### src/rtl/ahb_master_arbiter_if.sv
// AHB-lite bus bundle used on both sides of the two-master arbiter.
// "master" is the view of whoever issues transfers (drives address, control
// and write data; receives ready and response). "slave" is the view of the
// block that answers them.
interface ahb_master_arbiter_if;
  logic [31:0] HADDR;
  logic [1:0]  HTRANS;
  logic        HWRITE;
  logic [2:0]  HSIZE;
  logic [2:0]  HBURST;
  logic        HMASTLOCK;
  logic [31:0] HWDATA;
  logic        HREADY;
  logic        HRESP;

  modport master (
    output HADDR, HTRANS, HWRITE, HSIZE, HBURST, HMASTLOCK, HWDATA,
    input  HREADY, HRESP
  );

  modport slave (
    input  HADDR, HTRANS, HWRITE, HSIZE, HBURST, HMASTLOCK, HWDATA,
    output HREADY, HRESP
  );
endinterface

### src/rtl/ahb_master_arbiter.sv
// Two-master AHB-lite arbiter. Master 0 (MIPS core) and master 1 (secondary
// loader) share one fabric. Requests are inferred from HTRANS[1]; a master
// that does not own the address phase is stalled with HREADY low and holds
// its pending transfer. Ownership only moves at an unlocked IDLE address
// phase of the current owner, so bursts and locked sequences stay intact.
// Per-master wait counters raise a sticky STARVE flag after MAX_WAIT stalls.
module ahb_master_arbiter #(
  parameter bit DEFAULT_MASTER = 1'b0,
  parameter int MAX_WAIT       = 256,
  parameter int CNT_W          = 9
) (
  input  logic                 HCLK,
  input  logic                 HRESETn,
  ahb_master_arbiter_if.slave  m0,
  ahb_master_arbiter_if.slave  m1,
  ahb_master_arbiter_if.master fab,
  output logic                 HMASTER,
  output logic [1:0]           STARVE
);

  localparam logic [1:0]       HTRANS_IDLE = 2'b00;
  localparam logic [CNT_W-1:0] CNT_MAX     = CNT_W'(MAX_WAIT);
  localparam logic [CNT_W-1:0] CNT_ONE     = CNT_W'(1);

  logic             owner_q, owner_d;
  logic             data_owner_q, data_owner_d;
  logic [CNT_W-1:0] wait_cnt0_q, wait_cnt0_d;
  logic [CNT_W-1:0] wait_cnt1_q, wait_cnt1_d;
  logic [1:0]       starve_q, starve_d;

  logic       req0, req1;
  logic       other_req;
  logic [1:0] own_htrans;
  logic       own_lock;

  assign req0       = m0.HTRANS[1];
  assign req1       = m1.HTRANS[1];
  assign other_req  = owner_q ? req0 : req1;
  assign own_htrans = owner_q ? m1.HTRANS : m0.HTRANS;
  assign own_lock   = owner_q ? m1.HMASTLOCK : m0.HMASTLOCK;

  // Address phase follows the owner, write data follows the data-phase owner.
  assign fab.HADDR     = owner_q ? m1.HADDR     : m0.HADDR;
  assign fab.HTRANS    = owner_q ? m1.HTRANS    : m0.HTRANS;
  assign fab.HWRITE    = owner_q ? m1.HWRITE    : m0.HWRITE;
  assign fab.HSIZE     = owner_q ? m1.HSIZE     : m0.HSIZE;
  assign fab.HBURST    = owner_q ? m1.HBURST    : m0.HBURST;
  assign fab.HMASTLOCK = owner_q ? m1.HMASTLOCK : m0.HMASTLOCK;
  assign fab.HWDATA    = data_owner_q ? m1.HWDATA : m0.HWDATA;

  // The non-owner sees HREADY low (stall); only the data-phase owner sees HRESP.
  assign m0.HREADY = ~owner_q & fab.HREADY;
  assign m1.HREADY =  owner_q & fab.HREADY;
  assign m0.HRESP  = ~data_owner_q & fab.HRESP;
  assign m1.HRESP  =  data_owner_q & fab.HRESP;

  assign HMASTER = owner_q;
  assign STARVE  = starve_q;

  // Arbitration, wait counting and starvation; everything freezes on wait states.
  always_comb begin
    owner_d      = owner_q;
    data_owner_d = data_owner_q;
    wait_cnt0_d  = wait_cnt0_q;
    wait_cnt1_d  = wait_cnt1_q;
    starve_d     = starve_q;

    if (fab.HREADY) begin
      data_owner_d = owner_q;

      if (own_htrans == HTRANS_IDLE && !own_lock) begin
        if (other_req) begin
          owner_d = ~owner_q;
        end else if (!req0 && !req1) begin
          owner_d = DEFAULT_MASTER;
        end
      end

      if (owner_d == 1'b0) begin
        wait_cnt0_d = '0;
      end else if (req0 && owner_q) begin
        wait_cnt0_d = (wait_cnt0_q >= CNT_MAX) ? CNT_MAX : wait_cnt0_q + CNT_ONE;
      end

      if (owner_d == 1'b1) begin
        wait_cnt1_d = '0;
      end else if (req1 && !owner_q) begin
        wait_cnt1_d = (wait_cnt1_q >= CNT_MAX) ? CNT_MAX : wait_cnt1_q + CNT_ONE;
      end

      if (owner_d == 1'b0 && owner_q == 1'b1) begin
        starve_d[0] = 1'b0;
      end else if (wait_cnt0_d == CNT_MAX) begin
        starve_d[0] = 1'b1;
      end

      if (owner_d == 1'b1 && owner_q == 1'b0) begin
        starve_d[1] = 1'b0;
      end else if (wait_cnt1_d == CNT_MAX) begin
        starve_d[1] = 1'b1;
      end
    end
  end

  // State registers with asynchronous return to the parked default master.
  always_ff @(posedge HCLK or negedge HRESETn) begin
    if (!HRESETn) begin
      owner_q      <= DEFAULT_MASTER;
      data_owner_q <= DEFAULT_MASTER;
      wait_cnt0_q  <= '0;
      wait_cnt1_q  <= '0;
      starve_q     <= '0;
    end else begin
      owner_q      <= owner_d;
      data_owner_q <= data_owner_d;
      wait_cnt0_q  <= wait_cnt0_d;
      wait_cnt1_q  <= wait_cnt1_d;
      starve_q     <= starve_d;
    end
  end

endmodule
### src/flat_wrapper.sv
// flat-port wrapper written by rule: the top's interface ports become plain ports
module ahb_master_arbiter_flat 
#(
  parameter bit DEFAULT_MASTER = 1'b0,
  parameter int MAX_WAIT       = 256,
  parameter int CNT_W          = 9
)
  (HCLK, HRESETn, HMASTER, STARVE, m0_HADDR, m0_HTRANS, m0_HWRITE, m0_HSIZE, m0_HBURST, m0_HMASTLOCK, m0_HWDATA, m0_HREADY, m0_HRESP, m1_HADDR, m1_HTRANS, m1_HWRITE, m1_HSIZE, m1_HBURST, m1_HMASTLOCK, m1_HWDATA, m1_HREADY, m1_HRESP, fab_HADDR, fab_HTRANS, fab_HWRITE, fab_HSIZE, fab_HBURST, fab_HMASTLOCK, fab_HWDATA, fab_HREADY, fab_HRESP);
  ahb_master_arbiter_if m0_i ();
  ahb_master_arbiter_if m1_i ();
  ahb_master_arbiter_if fab_i ();
  input  logic HCLK;
  input  logic HRESETn;
  output logic HMASTER;
  output logic [1:0] STARVE;
  input wire logic [$bits(m0_i.HADDR)-1:0] m0_HADDR;
  input wire logic [$bits(m0_i.HTRANS)-1:0] m0_HTRANS;
  input wire logic [$bits(m0_i.HWRITE)-1:0] m0_HWRITE;
  input wire logic [$bits(m0_i.HSIZE)-1:0] m0_HSIZE;
  input wire logic [$bits(m0_i.HBURST)-1:0] m0_HBURST;
  input wire logic [$bits(m0_i.HMASTLOCK)-1:0] m0_HMASTLOCK;
  input wire logic [$bits(m0_i.HWDATA)-1:0] m0_HWDATA;
  output wire logic [$bits(m0_i.HREADY)-1:0] m0_HREADY;
  output wire logic [$bits(m0_i.HRESP)-1:0] m0_HRESP;
  input wire logic [$bits(m1_i.HADDR)-1:0] m1_HADDR;
  input wire logic [$bits(m1_i.HTRANS)-1:0] m1_HTRANS;
  input wire logic [$bits(m1_i.HWRITE)-1:0] m1_HWRITE;
  input wire logic [$bits(m1_i.HSIZE)-1:0] m1_HSIZE;
  input wire logic [$bits(m1_i.HBURST)-1:0] m1_HBURST;
  input wire logic [$bits(m1_i.HMASTLOCK)-1:0] m1_HMASTLOCK;
  input wire logic [$bits(m1_i.HWDATA)-1:0] m1_HWDATA;
  output wire logic [$bits(m1_i.HREADY)-1:0] m1_HREADY;
  output wire logic [$bits(m1_i.HRESP)-1:0] m1_HRESP;
  output wire logic [$bits(fab_i.HADDR)-1:0] fab_HADDR;
  output wire logic [$bits(fab_i.HTRANS)-1:0] fab_HTRANS;
  output wire logic [$bits(fab_i.HWRITE)-1:0] fab_HWRITE;
  output wire logic [$bits(fab_i.HSIZE)-1:0] fab_HSIZE;
  output wire logic [$bits(fab_i.HBURST)-1:0] fab_HBURST;
  output wire logic [$bits(fab_i.HMASTLOCK)-1:0] fab_HMASTLOCK;
  output wire logic [$bits(fab_i.HWDATA)-1:0] fab_HWDATA;
  input wire logic [$bits(fab_i.HREADY)-1:0] fab_HREADY;
  input wire logic [$bits(fab_i.HRESP)-1:0] fab_HRESP;
  assign m0_i.HADDR = m0_HADDR;
  assign m0_i.HTRANS = m0_HTRANS;
  assign m0_i.HWRITE = m0_HWRITE;
  assign m0_i.HSIZE = m0_HSIZE;
  assign m0_i.HBURST = m0_HBURST;
  assign m0_i.HMASTLOCK = m0_HMASTLOCK;
  assign m0_i.HWDATA = m0_HWDATA;
  assign m0_HREADY = m0_i.HREADY;
  assign m0_HRESP = m0_i.HRESP;
  assign m1_i.HADDR = m1_HADDR;
  assign m1_i.HTRANS = m1_HTRANS;
  assign m1_i.HWRITE = m1_HWRITE;
  assign m1_i.HSIZE = m1_HSIZE;
  assign m1_i.HBURST = m1_HBURST;
  assign m1_i.HMASTLOCK = m1_HMASTLOCK;
  assign m1_i.HWDATA = m1_HWDATA;
  assign m1_HREADY = m1_i.HREADY;
  assign m1_HRESP = m1_i.HRESP;
  assign fab_HADDR = fab_i.HADDR;
  assign fab_HTRANS = fab_i.HTRANS;
  assign fab_HWRITE = fab_i.HWRITE;
  assign fab_HSIZE = fab_i.HSIZE;
  assign fab_HBURST = fab_i.HBURST;
  assign fab_HMASTLOCK = fab_i.HMASTLOCK;
  assign fab_HWDATA = fab_i.HWDATA;
  assign fab_i.HREADY = fab_HREADY;
  assign fab_i.HRESP = fab_HRESP;
  ahb_master_arbiter #(.DEFAULT_MASTER(DEFAULT_MASTER), .MAX_WAIT(MAX_WAIT), .CNT_W(CNT_W)) u_core (.HCLK(HCLK), .HRESETn(HRESETn), .m0(m0_i), .m1(m1_i), .fab(fab_i), .HMASTER(HMASTER), .STARVE(STARVE));
endmodule
### config.mk
export PLATFORM = sky130hd
export DESIGN_NAME = ahb_master_arbiter_flat
export DESIGN_NICKNAME = d
export VERILOG_FILES = /design/src/rtl/ahb_master_arbiter_if.sv /design/src/rtl/ahb_master_arbiter.sv /design/src/flat_wrapper.sv
export SDC_FILE = /design/constraint.sdc
export NUM_CORES = 1
export LEC_CHECK = 0
export CORE_MARGIN = 2
export CORE_UTILIZATION = 30
export DETAILED_ROUTE_END_ITERATION = 8
export HOLD_SLACK_MARGIN = 0.03
export PLACE_DENSITY = 0.88
export SLEW_MARGIN = 20
export SYNTH_ARGS = -nofsm -noshare
export SYNTH_HDL_FRONTEND = slang
export SYNTH_SLANG_ARGS = --single-unit
### constraint.sdc
create_clock -name HCLK -period 2 [get_ports HCLK]
set_input_delay 0.4 -clock HCLK [delete_from_list [all_inputs] [get_ports HCLK]]
set_output_delay 0.4 -clock HCLK [all_outputs]
set_load 0.02 [all_outputs]
==> impl_metrics.yaml <==
pwr:
  p_leak_nw: 2.10
  comb_power_share_pct: 62.5
  vdd_ir_drop_max_mv: 0.413
  p_total_mw: 2.49
  switchingPower_mw: 0.916
  power_switching_share_pct: 36.8
  intPower_mw: 1.57
  pwr-share-seq_pct: 20.0
  powerDensity_mw_per_mm2: 486
  power.clock.fraction_pct: 17.5
global_routing:
  grt_overflow: 0
  antenna_found_initial: 0
  grt_pass1_wl_mm: 16.9
  grt_pass1_vias: 3349
  grt_start_max_net_pins: 35
  grt_usage_pct: 24.5
final_layout:
  area_delta_synth_final_pct: 108
  seqCellArea_um2: 553
  multi_input_area_mm2: 0.00179
  drive_gt1_share_pct: 24.6
  final_cells: 627
  finalNetCount: 682
  insertedDiodeCount: 0
  nFillCells: 665
worst_setup_path:
  required_ns: 1.60
  ff2ff_setup_slack_ns: 0.17
  crit_path_max_fanout: 33
  startpoint: "u_core.HMASTER"
  cp.arrival_ns: 1.58
  startpoint_type: "flop"
  critical_path_class: "flop to primary output"
  crit_path_end_kind: "primary output"
  reg2reg_from: "u_core.HMASTER"
placed_design:
  hpwl_mm: 9.62
  gp_congestion: 0.899
  place_ws_ns: -0.334
  io_buffers: 232
  placed_cells_incl_taps: 621
timing:
  clock_skew_ns: 0.00556
  period_minus_slack_ns: 1.98
  setup_tns_ns: 0
  setup_slack_ns: 0.0233
  worst_pin_slew_ns: 0.540
  drv_slew: 0
  hold_violations: 0
  fmax_mhz: 506
  setup_violations: 0
  fin_crit_sh_pct: 98.8
  slew_headroom_pct: 63.7
  grt_setup_unrepaired: "true"
clock_network:
  clock_latency_ns: 0.27
  cts_buffer_depth: 2
  hold_buffers: 0
  htreeDepth: 1
  path_clk_slew_ns: 0.09
  cts.sinks: 22
  numCtsBuffers: 3
  cts_tree: "yes"
  cts_setup_buffers: 0
  cts_root_buf: "clkbuf_8"
synth:
  synth_nets: 434
  yosysMostFrequentCell: "mux2_2"
  synth_area_mm2: 0.00245
  synth-edff-count: 0
  ys_ff_latch: 22
  ys.flop_type: "dfrtp_1"
  ys_warn_count: 0
  yosysSeqAreaShare_pct: 22.4
  synthCells: 278
  async_flop_share_pct: 100
  avgSynthCellArea_um2: 8.83
  synth.top_cell.area_share_pct: 33.9
  ys_types: 51
  yosysTopAreaCell: "mux2_2"
  synth_area_leaders: "mux2_2, dfrtp_1, o21ai_0"
  ys_top_cells_by_count: "mux2_2, dfrtp_1, nand2_1"
drt:
  vias: 3258
  final_antenna_net_count: 0
  drt_iter0_markers: 256
  drt_pre_antenna_iters: 4
  drt_wl_total_mm: 11.8
  vias_per_cell: 5.20
  wl_per_cell_um: 18.8
  drc_errors: 0
die:
  core_area_mm2: 0.00785
  initial_core_util_pct: 31.3
  die_x_um: 94.5
  ios: 233
  rows: 32
  die_y_um: 94.5
  design.die.area_mm2: 0.00892
outcome:
  status: "complete, no violations"
flow_run:
  max_cap_violations: 0
worst_hold_path:
  hold_path.class: "input pin to async pin"
repair_timing:
action | 4_1_cts | 5_1_grt
resized for setup | 79 | 45
setup endpoints to repair | 78 | 54
cloned | 0 | 2
per-stage QoR:
stage | instance area, um2 | hold slack [ns] | utilization, %
2_1_floorplan | 2460 | 0.104 | -
3_3_place_gp | 5060 | 0.517 | 64.5
3_5_place_dp | 5060 | 0.533 | 64.5
4_1_cts | 5040 | 0.484 | 64.3
5_1_grt | 5110 | 0.503 | 65.1
6_report | 5110 | 0.468 | 65.1
metal layers:
| layer | track usage, % | share of wire [%] | up-vias | wire, um |
|---|---|---|---|---|
| met2 | 48.4 | 54 | 207 | 6340 |
| met3 | 5.11 | 10 | 23 | 1190 |
| met1 | 25.6 | 34 | 1501 | 4000 |
| met4 | 7.61 | 2.4 | 0 | 285 |
| met5 | 0 | 0 | - | 0 |
| li1 | - | - | 1527 | - |
logic make-up (layout without fill, tap and decap cells):
| logic type | Yosys count | after routing | share of synthesized area [%] |
|---|---|---|---|
| and+or+nand+nor | 83 | 83 | 18.6 |
| muxes | 75 | 75 | 34.4 |
| AOI/OAI and AO/OA | 58 | 58 | 15.9 |
| buffers and inverters | 31 | 278 | 5.00 |
| DFF | 22 | 22 | 22.4 |
| xor gates and xnor gates | 5 | 5 | 1.78 |
| adders and majority gates | 4 | 4 | 2.04 |
final cells by class:
| type | instances | area share [%] |
|---|---|---|
| clock buffers | 3 | 0.808 |
| clock inverters | 1 | 0.587 |
| inverters | 11 | 0.808 |
| multi-input cells | 225 | 35.1 |
| flip-flops and latches | 22 | 10.8 |
| well taps | 102 | 2.50 |
| repair buffers | 263 | 49.4 |
critical path: stages (launching register included):
cell and delay, ns:
dfrtp_2 0.40, buf_12 0.20, mux2_2 0.35, dlygate4sd2_1 0.33
power by group through the flow:
stage                     logic, mW  registers (mW)  clock network (mW)
final                          1.55           0.497               0.434
after floorplan               0.793           0.497                   0
after global placement         1.64           0.497                   0
after global routing           1.65           0.500               0.452
after CTS                      1.52           0.490               0.438
after detailed placement       1.66           0.500                   0
sequential cells by signal, summed over array words and instances (netlist names):
name	flops
u_core.wait_cnt0_q	9
u_core.wait_cnt1_q	9
u_core.data_owner_q	1
u_core.HMASTER	1
u_core.STARVE	2
path summary, 6_finish.rpt:
| kind | cells past startpoint | endpoint |
|---|---|---|
| max | 3 | fab_HADDR[9] |
| min | 2 | u_core.wait_cnt1_q[3] |
| max reg2reg | 8 | u_core.STARVE[0] |
| min reg2reg | 1 | u_core.wait_cnt0_q[2] |
| max in group asynchronous | 2 | u_core.data_owner_q |
| min in group HCLK | 1 | u_core.wait_cnt0_q[2] |
cells in the final DEF, fill, tap and decap left out, drive strengths merged, types with 3 or more instances in the layout:
cell / Yosys / layout
nand2: 21 / 21
buf: 7 / 32
clkdlybuf4s50: 0 / 152
nand3: 6 / 6
nand2b: 4 / 4
o21ai: 22 / 22
a211oi: 3 / 3
mux2: 74 / 74
clkbuf: 13 / 9
ha: 4 / 4
o2bb2ai: 3 / 3
inv: 10 / 10
nor3: 8 / 8
o211ai: 3 / 3
nor4: 4 / 4
xnor2: 4 / 4
o31ai: 4 / 4
a31oi: 4 / 4
clkdlybuf4s15: 0 / 30
nor2: 11 / 11
and2: 5 / 5
and3: 4 / 4
dlygate4sd2: 0 / 42
a21oi: 7 / 7
dfrtp: 22 / 22
nand4: 6 / 6
No activity file was read; power rests on OpenSTA's default activity.
==> edit 1: new RTL, config.mk and constraints unchanged <==
`DEFAULT_MASTER` is set to 1'b0 in 2 places; all go to 1'b1.
--- a/src/rtl/ahb_master_arbiter.sv
+++ b/src/rtl/ahb_master_arbiter.sv
@@ -5,7 +5,7 @@
 // phase of the current owner, so bursts and locked sequences stay intact.
 // Per-master wait counters raise a sticky STARVE flag after MAX_WAIT stalls.
 module ahb_master_arbiter #(
-  parameter bit DEFAULT_MASTER = 1'b0,
+  parameter bit DEFAULT_MASTER = 1'b1,
   parameter int MAX_WAIT       = 256,
   parameter int CNT_W          = 9
 ) (
--- a/src/flat_wrapper.sv
+++ b/src/flat_wrapper.sv
@@ -1,7 +1,7 @@
 // flat-port wrapper written by rule: the top's interface ports become plain ports
 module ahb_master_arbiter_flat 
 #(
-  parameter bit DEFAULT_MASTER = 1'b0,
+  parameter bit DEFAULT_MASTER = 1'b1,
   parameter int MAX_WAIT       = 256,
   parameter int CNT_W          = 9
 )
Formal check against the unedited RTL: not equivalent (Yosys sat finds a counterexample within 4 cycles, from zero or initial values and one cycle with HRESETn low).
==> edit 1 against the unedited design <==
  * Via count rose by 1.9%
  * Utilization rose by 3.1 points
  * Count of clock-buffer cells in the layout did not move
  * Global-route usage rose by 0.61 points
  * Sequential cell count did not move
  * The run now ends with setup timing left
  * Area after synthesis fell by 4.1%
  * Worst setup slack got worse by 0.11 ns
  * Power rose by 19%
  * Sequential power rose by 24%
  * Final area rose by 2.2%
  * Routed wire length rose by 0.19%
==> edit 1: results (changes against the unedited design) <==
routed length on met3 1200 um (+1.0%); final std cells w/o fill 637 (+1.6%); Area after DPL 5050 um2 (-0.17%); Worst R2R Path Depth 7 (-1); CP startpoint u_core.HMASTER; Filler cells 584 (-12%); largest net degree at the start of global routing 23 (-34%); post-DR wirelength/cell 18.6 um (-1.4%); Sum Neg Setup Slack -1.04 ns (-1.04 ns); R2R Setup Slk 0.01 ns (-0.16 ns); xor and xnor area share after synthesis 0.372% (-1.4 points); Peak VDD IR 0.399 mV (-3.3%); hpwl dp 9140 um (-5.0%); PwrDens 564 nW/um2 (+16%); total track usage 25.1% (+0.61 points); post-synthesis share of cell area spent on full adders, half adders and majority gates 2.13% (+0.088 points); Worst Max-Slew Pin Slew 0.430 ns (-0.110 ns); Final GP Congestion 0.893 (-0.69%); CP arrival 1.69 ns (+0.11 ns); M1 WL 3990 um (about the same); Pleak 0.00235 uW (+12%); Setup crit end fab_HADDR[3]; WHS 0.488 ns (+0.0204 ns); failing checks setup timing; first-pass GRT wire length 16900 um (-0.12%); drt initial violations 221 (-14%); final number of setup-violating endpoints 28 (+28); Sw Ratio 39.4% (+2.6 points); post-synthesis compound-gate area fraction 16.4% (+0.58 points); post-synth cell types 44 (-14%); grt met3 use 6.10% (+0.99 points); RR Endpoint u_core.STARVE[1]; Place WS -0.375 ns (-0.0409 ns); postcts setup bufs 10 (+10); final worst setup slack -0.0871 ns (-0.110 ns); syn nets 415 (-4.4%); clk pwr 290 uW (-33%); clk_skew 0.00180 ns (-0.00375 ns); status complete, but fails checks; Post-synth top cells mux2_2 (75), dfrtp_1 (20), nand2_1 (19), o21ai_0 (13)
[edit 1: changes by cell type in the layout (fill, tap and decap cells not counted), sizes merged, moves of 4 or more]
| cell | delta |
|---|---|
| xnor2 | -4 |
| buf | +98 |
| dlygate4sd2 | -39 |
| o21ai | -9 |
| clkdlybuf4s15 | -30 |
| a21oi | +4 |
[edit 1: area by class of cell]
cell class              count  area, um2  area share [%]
diodes                      1       2.50          0.0479
multi-input cells         209       1810            34.7
inverters                  11       41.3           0.791
repair buffers            289       2640            50.6
clock buffers               3       41.3           0.791
flip-flops and latches     22        553            10.6
well taps                 102        128            2.44
[edit 1: critical path: stages, from the launching register on]
cell and delay (ns):
dfstp_2 0.62, buf_4 0.15, clkbuf_16 0.14, mux2_2 0.34, buf_2 0.17
[edit 1: cells by family after synthesis]
group           after synthesis
simple gates                 70
xor+xnor                      1
compound gates               56
buf+inv                      28
flops                        22
fa+ha+maj                     4
mux                          78
==> edit 2: new RTL, same settings <==
Without the edit above. Make the reset (`HRESETn`) synchronous in one clocked block. Comments in the files are not updated.
--- a/src/rtl/ahb_master_arbiter.sv
+++ b/src/rtl/ahb_master_arbiter.sv
@@ -103,7 +103,7 @@
   end
 
   // State registers with asynchronous return to the parked default master.
-  always_ff @(posedge HCLK or negedge HRESETn) begin
+  always_ff @(posedge HCLK) begin
     if (!HRESETn) begin
       owner_q      <= DEFAULT_MASTER;
       data_owner_q <= DEFAULT_MASTER;
Function: differs if HRESETn is asserted again (counterexample within 4 cycles, from zero or initial values and one cycle with HRESETn low); with HRESETn held inactive, the same outputs for 10 cycles.
==> edit 2 against the unedited design <==
  * Final area fell by 0.83%
  * Area after synthesis fell by 1.9%
  * Via count fell by 0.95%
  * Hold slack improved by 0.040 ns
  * Power fell by 30%
  * Sequential share of layout area fell by 2.0 points
  * Sequential cell count did not move
  * Worst setup slack improved by 0.012 ns
  * Register-to-register slack got worse by 0.10 ns
  * Critical path type is now in2reg
  * Sequential power fell by 9.1%
  * Clock power fell by 25%
  * Routed wire length fell by 2.5%
  * Highest routed layer unchanged
==> edit 2: results (changes against the unedited design) <==
mux share of post-synthesis cell area 35.4% (+1.1 points); layout cells sized above 1 24.0% (-0.60 points); syn nets 441 (+1.6%); Nets 691 (+1.3%); hpwl dp 9430 um (-2.0%); Final GP Congestion 0.904 (+0.57%); Worst Max-Slew Pin Slew 0.553 ns (+0.0129 ns); Syn. warnings 0 (unchanged); Post-synth EDFFs 0 (unchanged); Post-synth top cells mux2_2 (74), dfxtp_1 (22), nand2_1 (22), clkbuf_1 (15), nor2_1 (12); first-pass GRT wire length 17200 um (+1.8%); first-pass detailed-route iteration total 4 (unchanged); initial antenna violation count 0 (unchanged); vias in the first global route 3287 (-1.9%); crit-path max FO 4 (-88%); register area share after synthesis 18.3% (-4.1 points); highest-delay cell along the critical path or4b_4; syn_area_per_cell 8.45 um2 (-4.3%); TritonCTS Buffers 3 (unchanged); final WL 11500 um (-2.5%); Peak VDD IR 0.186 mV (-55%); cell taking the most area after synthesis mux2_2; Filler cells 664 (-0.15%); final std cells w/o fill 636 (+1.4%); Synth area leaders mux2_2 (35%), dfxtp_1 (18%), nand2_1 (3.4%), clkbuf_1 (2.3%), ha_1 (2.1%); clock slew at reported path FFs 0.09 ns (about the same); largest net degree at the start of global routing 35 (unchanged); Pleak 0.00202 uW (-3.6%); total track usage 24.9% (+0.39 points); FFs w/ async S/R, synth 0% (-100 points); Root Buffer clkbuf_8; Place WS -0.544 ns (-0.209 ns); drt initial violations 274 (+7.0%); Primary FF master, synth dfxtp_1; CP arrival 2.16 ns (+0.58 ns); xor and xnor area share after synthesis 1.46% (-0.33 points); HP Class reg2reg; post-synthesis share of cell area spent on full adders, half adders and majority gates 2.08% (+0.040 points); Tot Pwr 1750 uW (-30%); post-synthesis compound-gate area fraction 18.1% (+2.2 points); CP peak stage delay 0.53 ns (+0.13 ns); vias per std cell 5.07 (-2.4%); clk_skew 0.00505 ns (-0.000511 ns); post-synth cell types 54 (+5.9%); placed insts 629 (+1.3%); status completed
edit 2: cell types whose count changed after synthesis, sizes merged, moves of 4 or more:
cell and delta:
dfrtp -22, dfxtp +22, o21ai -13, a21boi +8, nor2b +6, nand3 +4
nor4 -4
edit 2: cells by family (layout without fill, tap and decap cells):
kind of cell | Yosys count | after routing
AOI/OAI and AO/OA | 59 | 59
buffers and inverters | 33 | 282
adders and majority gates | 4 | 4
muxes | 76 | 76
DFF | 22 | 22
and+or+nand+nor | 87 | 87
xor gates and xnor gates | 4 | 4
edit 2: where the power goes:
part           internal [uW]  leakage (uW)  total, uW  switching [uW]
Combinational            563       0.00182        970             407
Clock                    175     0.0000288        325             149
Sequential               443      0.000179        452            9.52
edit 2: timing repair:
action / in CTS / in global routing
resized for setup: 97 / 9
setup endpoints to repair: 85 / 33
cloned: 0 / 2
buffers inserted: 0 / 1
pin swaps: 5 / 1
edit 2: path summary, 6_finish.rpt:
path                    start                     to  slack (ns)  cells after the start
max              m0_HTRANS[0]  u_core.wait_cnt0_q[3]        0.04                      6
min reg2reg  u_core.STARVE[1]       u_core.STARVE[1]        0.51                      2
max reg2reg    u_core.HMASTER  u_core.wait_cnt0_q[3]        0.07                      7
min          u_core.STARVE[1]       u_core.STARVE[1]        0.51                      2
edit 2: metrics by stage:
step	instance area, um2	util [%]	hold WS [ns]
global placement	5040	64.9	0.479
global route	5070	65.3	0.559
detailed placement	5040	64.9	0.496
finish	5070	65.3	0.508
floorplan	2420	-	0.463
CTS	4980	64.2	0.507
edit 2: layout make-up:
cell class | instances | area [um2] | share of cell area (%)
clock buffers | 4 | 55.1 | 1.09
multi-input cells | 230 | 1840 | 36.3
repair buffers | 267 | 2560 | 50.5
well taps | 102 | 128 | 2.52
flip-flops and latches | 22 | 447 | 8.81
inverters | 11 | 41.3 | 0.814
edit 2: routing by layer:
metal	GRT usage [%]	share of wire [%]	vias up
met1	30.2	39	1479
met4	6.16	1.9	0
li1	-	-	1563
met2	42.5	49	169
met5	0	0	-
met3	8.06	11	16
edit 2: critical path, delay by kind of cell:
| kind | cells | cell delay, ns |
|---|---|---|
| and+or+nand+nor | 3 | 1.27 |
| buffers and inverters | 1 | 0.12 |
| AOI/OAI and AO/OA | 2 | 0.38 |
